===== config.mk =====
export PLATFORM = sky130hd
export DESIGN_NAME = adj_val_gen_flat
export DESIGN_NICKNAME = d
export VERILOG_FILES = /design/src/rtl/adj_val_gen_if.sv /design/src/rtl/adj_val_gen.sv /design/src/flat_wrapper.sv
export SDC_FILE = /design/constraint.sdc
export NUM_CORES = 1
export LEC_CHECK = 0
export ABC_AREA = 1
export CORE_ASPECT_RATIO = 1.25
export CORE_MARGIN = 2
export CORE_UTILIZATION = 30
export CTS_BUF_LIST = sky130_fd_sc_hd__clkbuf_8
export CTS_CLUSTER_DIAMETER = 150
export CTS_CLUSTER_SIZE = 20
export DETAILED_ROUTE_END_ITERATION = 10
export HOLD_SLACK_MARGIN = 0.15
export PLACE_DENSITY_LB_ADDON = 0.1
export SKIP_LAST_GASP = 1
export SLEW_MARGIN = 10
export SYNTH_ARGS = -nofsm -noshare
export SYNTH_HDL_FRONTEND = slang
export SYNTH_SLANG_ARGS = --single-unit

===== constraint.sdc =====
create_clock -name clk -period 4.6 [get_ports clk]
set_input_delay 0.46 -clock clk [delete_from_list [all_inputs] [get_ports clk]]
set_output_delay 0.46 -clock clk [all_outputs]
set_load 0.03 [all_outputs]

===== src/rtl/adj_val_gen_if.sv =====
// Sample/adjusted-value bus between the raw sample source, adj_val_gen and its zCntr consumer.
// The master drives raw samples and recal; the slave (adj_val_gen) returns the adjusted stream.
interface adj_val_gen_if;
  logic [7:0] raw_in;
  logic       raw_vld;
  logic       recal;
  logic [6:0] adj_val;
  logic       adj_vld;
  logic       cal_done;
  logic [7:0] baseline;

  modport master (
    output raw_in, raw_vld, recal,
    input  adj_val, adj_vld, cal_done, baseline
  );

  modport slave (
    input  raw_in, raw_vld, recal,
    output adj_val, adj_vld, cal_done, baseline
  );
endinterface


===== src/rtl/adj_val_gen.sv =====
// Baseline calibration (mean of the first 2^CAL_LOG2 valid samples) followed by
// deadbanded, saturated |raw - baseline| output feeding the zero counter.
module adj_val_gen #(
  parameter int CAL_LOG2 = 3,
  parameter int DEADBAND = 2
) (
  input  logic          clk,
  input  logic          rst,
  adj_val_gen_if.slave  bus
);

  localparam int ACC_W   = 8 + CAL_LOG2;
  localparam int CNT_W   = CAL_LOG2 + 1;
  localparam int NUM_CAL = 2 ** CAL_LOG2;
  localparam logic [CNT_W-1:0] LAST_CNT = CNT_W'(NUM_CAL - 1);
  localparam logic [8:0]       DB_MAG   = 9'(DEADBAND);

  typedef enum logic {CAL, RUN} state_t;

  state_t           state;
  logic [ACC_W-1:0] acc;
  logic [CNT_W-1:0] cnt;

  logic [ACC_W-1:0]  acc_sum;
  logic [ACC_W-1:0]  acc_avg;
  logic signed [8:0] diff;
  logic [8:0]        mag;
  logic [6:0]        out_val;

  // NOTE: every always_comb output gets a value on every path, so no latch is inferred.
  always_comb begin
    acc_sum = acc + ACC_W'(bus.raw_in);
    acc_avg = acc_sum >> CAL_LOG2;
    diff    = $signed({1'b0, bus.raw_in}) - $signed({1'b0, bus.baseline});
    mag     = diff[8] ? 9'(-diff) : 9'(diff);
    out_val = 7'd0;
    if (mag > DB_MAG) begin
      out_val = (mag > 9'd127) ? 7'd127 : mag[6:0];
    end
  end

  // NOTE: all state uses non-blocking assignments so every register samples pre-edge values.
  always_ff @(posedge clk or posedge rst) begin
    if (rst) begin
      state        <= CAL;
      acc          <= '0;
      cnt          <= '0;
      bus.adj_val  <= '0;
      bus.adj_vld  <= 1'b0;
      bus.cal_done <= 1'b0;
      bus.baseline <= '0;
    end else if (bus.recal) begin
      // Baseline is deliberately kept until a fresh calibration replaces it.
      state        <= CAL;
      acc          <= '0;
      cnt          <= '0;
      bus.adj_val  <= '0;
      bus.adj_vld  <= 1'b0;
      bus.cal_done <= 1'b0;
    end else begin
      case (state)
        CAL: begin
          bus.adj_val <= '0;
          bus.adj_vld <= 1'b0;
          if (bus.raw_vld) begin
            if (cnt == LAST_CNT) begin
              bus.baseline <= acc_avg[7:0];
              bus.cal_done <= 1'b1;
              state        <= RUN;
              acc          <= '0;
              cnt          <= '0;
            end else begin
              acc <= acc_sum;
              cnt <= cnt + 1'b1;
            end
          end
        end
        RUN: begin
          bus.adj_vld <= bus.raw_vld;
          if (bus.raw_vld) begin
            bus.adj_val <= out_val;
          end
        end
        default: state <= CAL;
      endcase
    end
  end

endmodule


===== src/flat_wrapper.sv =====
// flat-port wrapper written by rule: the top's interface ports become plain ports
module adj_val_gen_flat 
#(
  parameter int CAL_LOG2 = 3,
  parameter int DEADBAND = 2
)
  (clk, rst, bus_raw_in, bus_raw_vld, bus_recal, bus_adj_val, bus_adj_vld, bus_cal_done, bus_baseline);
  adj_val_gen_if bus_i ();
  input  logic clk;
  input  logic rst;
  input wire logic [$bits(bus_i.raw_in)-1:0] bus_raw_in;
  input wire logic [$bits(bus_i.raw_vld)-1:0] bus_raw_vld;
  input wire logic [$bits(bus_i.recal)-1:0] bus_recal;
  output wire logic [$bits(bus_i.adj_val)-1:0] bus_adj_val;
  output wire logic [$bits(bus_i.adj_vld)-1:0] bus_adj_vld;
  output wire logic [$bits(bus_i.cal_done)-1:0] bus_cal_done;
  output wire logic [$bits(bus_i.baseline)-1:0] bus_baseline;
  assign bus_i.raw_in = bus_raw_in;
  assign bus_i.raw_vld = bus_raw_vld;
  assign bus_i.recal = bus_recal;
  assign bus_adj_val = bus_i.adj_val;
  assign bus_adj_vld = bus_i.adj_vld;
  assign bus_cal_done = bus_i.cal_done;
  assign bus_baseline = bus_i.baseline;
  adj_val_gen #(.CAL_LOG2(CAL_LOG2), .DEADBAND(DEADBAND)) u_core (.clk(clk), .rst(rst), .bus(bus_i));
endmodule

* Word level (Yosys, flattened, before mapping)
Index checks and enable logic that the tools add are counted.
Cells by class: add/subtract/negate cells 4, bitwise gates (word level) 2, shifts and indexed selects 0, div/mod/pow operators 0, multiplexer cells 24, equality and inequality tests 3, multipliers 0, $lt $le $gt $ge 2, reduce and logical (&&, ||, !) cells 5
Operator list (number):
- $mux 11 | 4
- $mux 7 | 4
- $mux 4 | 4
- $pmux 7 s2 | 1
- $add 11x8->11 | 1
- $gt 9x2->1 const B | 1
- $gt 9x7->1 const B | 1
- $mux 1 | 9
- $mux 9 | 1
- $neg 9->9 | 1
- $sub 8x8->9 | 1
- $add 4x1->4 const B | 1
- $eq 4x3->1 const B | 1
- $reduce_and 4->1 | 1
- $reduce_bool 2->1 | 2
- $ne 3x3->1 const B | 1
- $reduce_and 3->1 | 1
- $ne 2x2->1 const B | 1
- $not 1->1 | 2
- $pmux 1 s2 | 1
- $reduce_and 2->1 | 1
Storage, ports and cells: memory bits (writable) 0, bits in read-only memories 0, input port bits 12, bits in latches 0, memories 0, output and inout port bits 17, register bits 33, logic and storage cells 47

* Depth between registers and ports, before layout
Gate-level depths: netlist (run 1).
depth in word-level cells 9, depth in mapped cells 19, depth with buffers taken out 19

* Worst setup path after synthesis (run 1)
No wires, ideal clock.
path type flip-flop to flip-flop, from register u_core.bus.baseline[0], to register u_core.bus.adj_val[3], period minus slack after synthesis 2.448 ns, required time 4.482 ns, path buffers 0, library setup time 0.118 ns, setup slack 2.152 ns, data arrival time 2.330 ns, cell stages (with the launch flop) 17, cell sequence dfrtp_1 -> ha_1 -> inv_1 -> fa_1 -> inv_1 -> ha_1 -> inv_1 -> nor2_1 -> nand3_1 -> nor2_1 -> nand2_1 -> nand3_1 -> nand2_1 -> nor2_2 -> nand2_2 -> nand3_1 -> nand2_1
Between the ends: longest elaborated chain between the ends 9, elaborated cells on any way between the ends 10, those cells by class 2 x add/sub; 2 x order compare; 6 x mux
RTL lines:
- from (decl) | RTL line adj_val_gen_if.sv:19 | output adj_val, adj_vld, cal_done, baseline
- from (signal assigned) | RTL line adj_val_gen.sv:67 | bus.baseline <= acc_avg[7:0];
- $sub 8x8->9 * | RTL line adj_val_gen.sv:34 | diff = $signed({1'b0, bus.raw_in}) - $signed({1'b0, bus.baseline});
- $neg 9->9 | RTL line adj_val_gen.sv:35 | mag = diff[8] ? 9'(-diff) : 9'(diff);
- $mux 9 * | RTL line adj_val_gen.sv:35
- $gt 9x7->1 | RTL line adj_val_gen.sv:38 | out_val = (mag > 9'd127) ? 7'd127 : mag[6:0];
- $mux 7 | RTL line adj_val_gen.sv:38
- $mux 7 * | RTL line adj_val_gen.sv:37 | if (mag > DB_MAG) begin
- $mux 7 * | RTL line adj_val_gen.sv:80 | if (bus.raw_vld) begin
- $pmux 7 s2 * | RTL line adj_val_gen.sv:61 | case (state)
- $mux 7 * | RTL line adj_val_gen.sv:52 | end else if (bus.recal) begin
- to (signal assigned) | RTL line adj_val_gen.sv:81 | bus.adj_val <= out_val;
- to (decl) | RTL line adj_val_gen_if.sv:19
Every way passes the cells marked *; elsewhere a longest branch is shown, timed or not. The select of a mux whose other input is x is not followed. A chain may end at the register's enable or synchronous reset.

* Worst setup path after layout (run 1)
from input bus_raw_in[0], to register u_core.bus.adj_val[4]
Between the ends: longest elaborated chain between the ends 9, elaborated cells on any way between the ends 10, those cells by class 2 x add/sub; 2 x order compare; 6 x mux
RTL lines:
- from (decl) | RTL line flat_wrapper.sv:11 | input wire logic [$bits(bus_i.raw_in)-1:0] bus_raw_in;
- $sub 8x8->9 * | RTL line adj_val_gen.sv:34
- $neg 9->9 | RTL line adj_val_gen.sv:35
- $mux 9 * | RTL line adj_val_gen.sv:35
- $gt 9x7->1 | RTL line adj_val_gen.sv:38
- $mux 7 | RTL line adj_val_gen.sv:38
- $mux 7 * | RTL line adj_val_gen.sv:37
- $mux 7 * | RTL line adj_val_gen.sv:80
- $pmux 7 s2 * | RTL line adj_val_gen.sv:61
- $mux 7 * | RTL line adj_val_gen.sv:52
Marked as above.

==> results.txt, run 1 <==
Largest net degree at the start of global routing: 34
Antenna-violating nets left: 0
Worst-path clk slew: 0.07 ns
Commonest cells post-synth: nand2_1, inv_1, nand3_1, dfrtp_1, o21ai_0
Critical-path maximum fanout: 5
Power Density: 274 nW/um^2
Post-Syn Area per Cell: 7.10 um^2
Top post-synthesis cells by area: dfrtp_1, nand2_1, ha_1
Slew Limit Fails: 0
DRT iter0 DRCs: 65
Initial antenna violation count: 0
Slew headroom: 0.457
CP peak stage delay: 0.49 ns
Fillers: 861
Post-route clock period utilization: 0.614
WP buf/inv: 5
Mapped Area: 2380 um^2
Fin nets: 401
Sink Count: 33
Postcts setup bufs: 0
IO buf count: 28
Min Tclk post-route: 2.82 ns
Family with the most delay on the worst path: simple AND/OR/NAND/NOR gates
Count of hold-fix buffers inserted at cts: 0
# diodes: 0
Ratio of cells with drive above 1 in the final layout: 0.0514
Synthesis warning total: 0
Post-synth top flop: dfrtp_1
Number of synthesized flops with an enable pin: 0
Die X-Extent: 83.7 um
Seq/Total Area, Yosys: 0.347
Area growth syn-to-layout: 21.3%
Yosys top cell by area: dfrtp_1
FFs w/ async S/R, synth: 1.00
Slowest CP cell: clkdlybuf4s50_1
Peak VDD IR: 0.122 mV
Power Total: 791 uW
Syn nets: 367
Die area: 8670 um^2
Reg-to-reg slack, setup: 2.05 ns
Via density: 4.57
TritonCTS clock tree: done
Worst Tran Pin Value: 0.808 ns
Clk root buf: clkbuf_8
Fin util: 0.373
Setup violators final: 0
Die height: 104 um
CP Cell Sequence: clkdlybuf4s50_1, inv_1, ha_1, inv_1, fa_1, inv_1, ha_1, inv_1, nor2_1, nand3_1, nand2_1, nand2_1, nand2_1, nand2_1, nor2_1, nand2_1, nor2_2, nand2_2, nand3_1, nand2_1
Setup TNS: 0 ns
Clock Skew: 0.00846 ns
Synth cell types: 29
Status: complete, no violations
Crit path DAT: 3.00 ns
Top Ports: 29
Register area: 826 um^2
RSZ-0062 raised after global routing: no
Most Frequent Cell on Critical Path: nand2_1
Cell Rows: 36
Yosys reg bits: 33
HP Class: flop to flop
Most numerous cell in the Yosys netlist: nand2_1
Routed WL: 5800 um
Static Leak: 1.48 nW
Dpl cell area: 2770 um^2
DR vias: 2127
Cells after synthesis: 335
Total gr overflow: 0
GRT Util Overall: 0.145
Area of the multi-input gates: 1360 um^2
TritonRoute pass-1 iters: 4
Required time of the critical path: 4.78 ns
Detail Placement HPWL: 4700 um
Fmax achieved: 354 MHz
GP Congestion: 0.826
Final instance area: 2890 um^2
Inserted Clock Buffers: 5
Synth top area share: 0.347
Starting density of the core: 0.307
Endpoint type of the worst setup path: flop
Critical path startpoint category: input port
Core Region: 7750 um^2
Vias in the first global route: 2149
DRC viols: 0
Max_cap viols: 0
CTS max path bufs: 2
WL per Instance: 12.5 um
Global-route wire length before repair: 10200 um
H-Tree Level Count: 2
Fin. Hold Viols: 0
Post_cts resized: 0
Crit Path Class: input port to flop
Skew-Pair Late Insertion Delay: 0.29 ns
[cell usage in the layout (no fill, tap or decap), drive strengths merged]
cell type,count
bufinv,1
nor3,3
a32o,1
a21oi,11
clkbuf,6
o22ai,1
fa,2
o211ai,1
inv,47
nand3b,2
buf,1
xnor2,6
clkinv,2
ha,18
dfrtp,33
a22o,2
o21bai,1
clkdlybuf4s50,28
nand2,117
xor2,3
or2,2
nand3,36
nand4,4
nor2,17
o21ai,25
[where the power goes]
| group | internal (mW) | switching (mW) |
|---|---|---|
| Clock | 0.174 | 0.107 |
| Combinational | 0.0751 | 0.122 |
| Sequential | 0.303 | 0.00886 |
[metrics by stage]
| step | hold WS [ns] | setup slack [ns] | cells |
|---|---|---|---|
| 2_1_floorplan | 0.457 | 2.15 | 335 |
| 3_3_place_gp | 0.469 | 1.48 | 457 |
| 3_5_place_dp | 0.467 | 1.45 | 457 |
| 4_1_cts | 0.487 | 1.77 | 465 |
| 5_1_grt | 0.508 | 1.42 | 465 |
| 6_report | 0.481 | 1.78 | 465 |
[metal layers]
| layer | track usage | vias up | share of wire |
|---|---|---|---|
| met3 | 0.0231 | 6 | 0.024 |
| met4 | 0.0449 | 0 | 0.014 |
| met2 | 0.271 | 23 | 0.53 |
| met1 | 0.167 | 953 | 0.43 |
| met5 | 0 | - | 0 |
| li1 | - | 1145 | - |
[worst min-delay path: stages (launching register included)]
cell and delay [ns]:
dfrtp_1 0.34, nand2_1 0.05, nand2_1 0.05
[cell families after synthesis]
| logic type | after synthesis | synth area share |
|---|---|---|
| AO/OA/AOI/OAI | 42 | 0.0962 |
| XOR/XNOR | 9 | 0.0331 |
| adder cells (fa/ha/maj) | 20 | 0.111 |
| buffers and inverters | 50 | 0.0820 |
| flip-flops | 33 | 0.347 |
| AND/OR/NAND/NOR | 181 | 0.330 |
[final cells by class]
type,instances,share of cell area
multi-input combinational,252,0.471
sequential,33,0.286
timing repair buffer,29,0.0997
inverter,48,0.0624
tap,95,0.0412
clock buffer,6,0.0286
clock inverter,2,0.0117
[registers in the layout (all words and copies together), names as in the netlist]
name,count
u_core.bus.adj_vld,1
u_core.bus.baseline,8
u_core.bus.cal_done,1
u_core.bus.adj_val,7
u_core.state,1
u_core.acc,11
u_core.cnt,4
[final timing paths]
check                                        endpoint  cells past startpoint              startpoint
min in group asynchronous       u_core.bus.adj_val[3]                      3                     rst
worst min-delay path              u_core.bus.cal_done                      2     u_core.bus.cal_done
worst max-delay path            u_core.bus.adj_val[4]                     20           bus_raw_in[0]
worst max register to register  u_core.bus.adj_val[4]                     18  u_core.bus.baseline[0]
max in group asynchronous               u_core.cnt[3]                      3                     rst
worst min register to register    u_core.bus.cal_done                      2     u_core.bus.cal_done
Power figures use the tool's default switching activity.
==> inputs of run 2 (changes only) <==
==> constraint.sdc (replaced) <==
create_clock -name clk -period 2.7 [get_ports clk]
set_input_delay 0.27 -clock clk [delete_from_list [all_inputs] [get_ports clk]]
set_output_delay 0.27 -clock clk [all_outputs]
set_load 0.03 [all_outputs]
==> results.txt, run 2 (synthesized netlist as in run 1, its figures left out) <==
Fin. Hold Viols: 0 (unchanged)
Die X-Extent: 83.7 um (unchanged)
Met1 wire length: 2670 um (+6.5%)
Dpl cell area: 2920 um^2 (+5.4%)
Die area: 8670 um^2 (unchanged)
WL per Instance: 12.4 um (-0.56%)
Total gr overflow: 0 (unchanged)
Endpoint type of the worst setup path: flop
Area of the multi-input gates: 1400 um^2 (+3.0%)
Top Layer Used: met4
Vias in the first global route: 2250 (+4.7%)
Largest register FFs: 11 (unchanged)
GRT Util Overall: 0.146 (+0.000710)
Starting density of the core: 0.307 (unchanged)
Fillers: 826 (-4.1%)
TritonCTS clock tree: done
Fmax achieved: 400 MHz
Sink Count: 33 (unchanged)
Worst Tran Pin Value: 0.815 ns (+0.00689 ns)
Area growth syn-to-layout: 30.4%
Cell Rows: 36 (unchanged)
Register area: 826 um^2 (unchanged)
Max_cap viols: 0 (unchanged)
Antenna-violating nets left: 0 (unchanged)
Critical-path maximum fanout: 5 (unchanged)
DR vias: 2248 (+5.7%)
Top Ports: 29 (unchanged)
Status: complete, no violations
Dpl cells: 477 (+4.4%)
Leading cell type in the layout, fill and taps excluded: nand2_1
Critical path startpoint category: flop
Largest net degree at the start of global routing: 34 (unchanged)
Crit path DAT: 2.67 ns (-0.33 ns)
Met2 WL post-DR: 3190 um (+4.2%)
# diodes: 0 (unchanged)
Reg with most FFs: u_core.acc
Routed WL: 6050 um (+4.4%)
WHS: 0.382 ns (-0.0990 ns)
Via density: 4.61 (+0.71%)
DRC viols: 0 (unchanged)
Required time of the critical path: 2.87 ns (-1.91 ns)
Power Total: 1.42 mW (+79%)
Setup violators final: 0 (unchanged)
Detail Placement HPWL: 4800 um (+2.0%)
TritonRoute pass-1 iters: 4 (unchanged)
Crit Path Class: flop to flop
DRT iter0 DRCs: 36 (-45%)
Min Tclk post-route: 2.50 ns
Final instance area: 3100 um^2 (+7.5%)
Slew Limit Fails: 0 (unchanged)
Count of hold-fix buffers inserted at cts: 0 (unchanged)
Slew headroom: 0.452 (-0.00463)
Peak VDD IR: 0.215 mV (+76%)
Clock Skew: 0.0102 ns (+0.00174 ns)
Initial antenna violation count: 0 (unchanged)
Fin util: 0.401 (+0.0279)
H-Tree Level Count: 2 (unchanged)
CTS max path bufs: 2 (unchanged)
Routed wl met3: 98 um (-28%)
Post-Layout Cell Count: 488 (+4.9%)
Fin nets: 424 (+5.7%)
Most frequent cells in the layout: nand2_1, inv_1, dfrtp_1
Core Region: 7750 um^2 (unchanged)
Clk root buf: clkbuf_8
GP Congestion: 0.856 (+3.6%)
Inserted Clock Buffers: 5 (unchanged)
Ratio of cells with drive above 1 in the final layout: 0.137 (+0.0861)
Worst-path clk slew: 0.08 ns (about the same)
Global-route wire length before repair: 10200 um (+0.75%)
Static Leak: 1.60 nW (+8.2%)
Largest regs: u_core.acc x11, u_core.bus.baseline x8, u_core.bus.adj_val x7
IO buf count: 28 (unchanged)
Post-route clock period utilization: 0.925
Power Density: 457 nW/um^2 (+67%)
Die height: 104 um (unchanged)
Skew-Pair Late Insertion Delay: 0.29 ns (about the same)
HP Class: input port to asynchronous set/reset pin
## run 2: final timing paths
| path | startpoint | to | cells after the start | slack, ns |
|---|---|---|---|---|
| worst max-delay path | u_core.bus.baseline[0] | u_core.bus.adj_val[0] | 18 | 0.20 |
| worst min-delay path | rst | u_core.cnt[2] | 3 | 0.38 |
| worst max register to register | u_core.bus.baseline[0] | u_core.bus.adj_val[0] | 18 | 0.20 |
| worst min register to register | u_core.bus.adj_val[2] | u_core.bus.adj_val[2] | 2 | 0.48 |
| max in group asynchronous | rst | u_core.acc[3] | 3 | 1.99 |
| min in group clk | bus_raw_in[0] | u_core.acc[0] | 4 | 0.46 |
## run 2: routing by layer
metal	up-vias	global-route usage
met2	18	0.274
met3	7	0.0247
met4	0	0.0449
met1	1028	0.165
li1	1195	-
met5	-	0
## run 2: timing repair
action / 4_1_cts / 5_1_grt
setup buffers: 0 / 3
resized for setup: 0 / 14
endpoints found under the setup margin: 0 / 5
## run 2: worst max-delay path, stage by stage (launching register included)
cell	delay (ns)
dfrtp_1	0.39
ha_1	0.21
inv_2	0.07
fa_2	0.43
inv_2	0.07
ha_1	0.14
inv_1	0.06
nor2_1	0.11
nand3_2	0.12
nand2_1	0.08
nand2_1	0.05
nand2_2	0.06
nand2_1	0.05
nor2_1	0.10
nand2_1	0.07
nor2_2	0.12
nand2_2	0.12
nand3_2	0.09
nand2_1	0.05
## run 2: where the power goes
| part | internal, mW | switching [mW] | total (mW) |
|---|---|---|---|
| combinational | 0.167 | 0.220 | 0.387 |
| sequential | 0.516 | 0.0149 | 0.531 |
| clock | 0.298 | 0.202 | 0.499 |
## run 2: area by class of cell
type | count | area share
clock buffers | 6 | 0.0266
flip-flops and latches | 33 | 0.266
well taps | 95 | 0.0383
clock inverters | 2 | 0.0109
repair buffers | 52 | 0.149
multi-input cells | 252 | 0.451
inverters | 48 | 0.0580
## run 2: stage by stage
stage	TNS, ns	setup WS [ns]
floorplan	0	0.252
global placement	-0.929	-0.166
detailed placement	-1.04	-0.189
CTS	0	0.123
global route	-0.136	-0.0495
finish	0	0.202
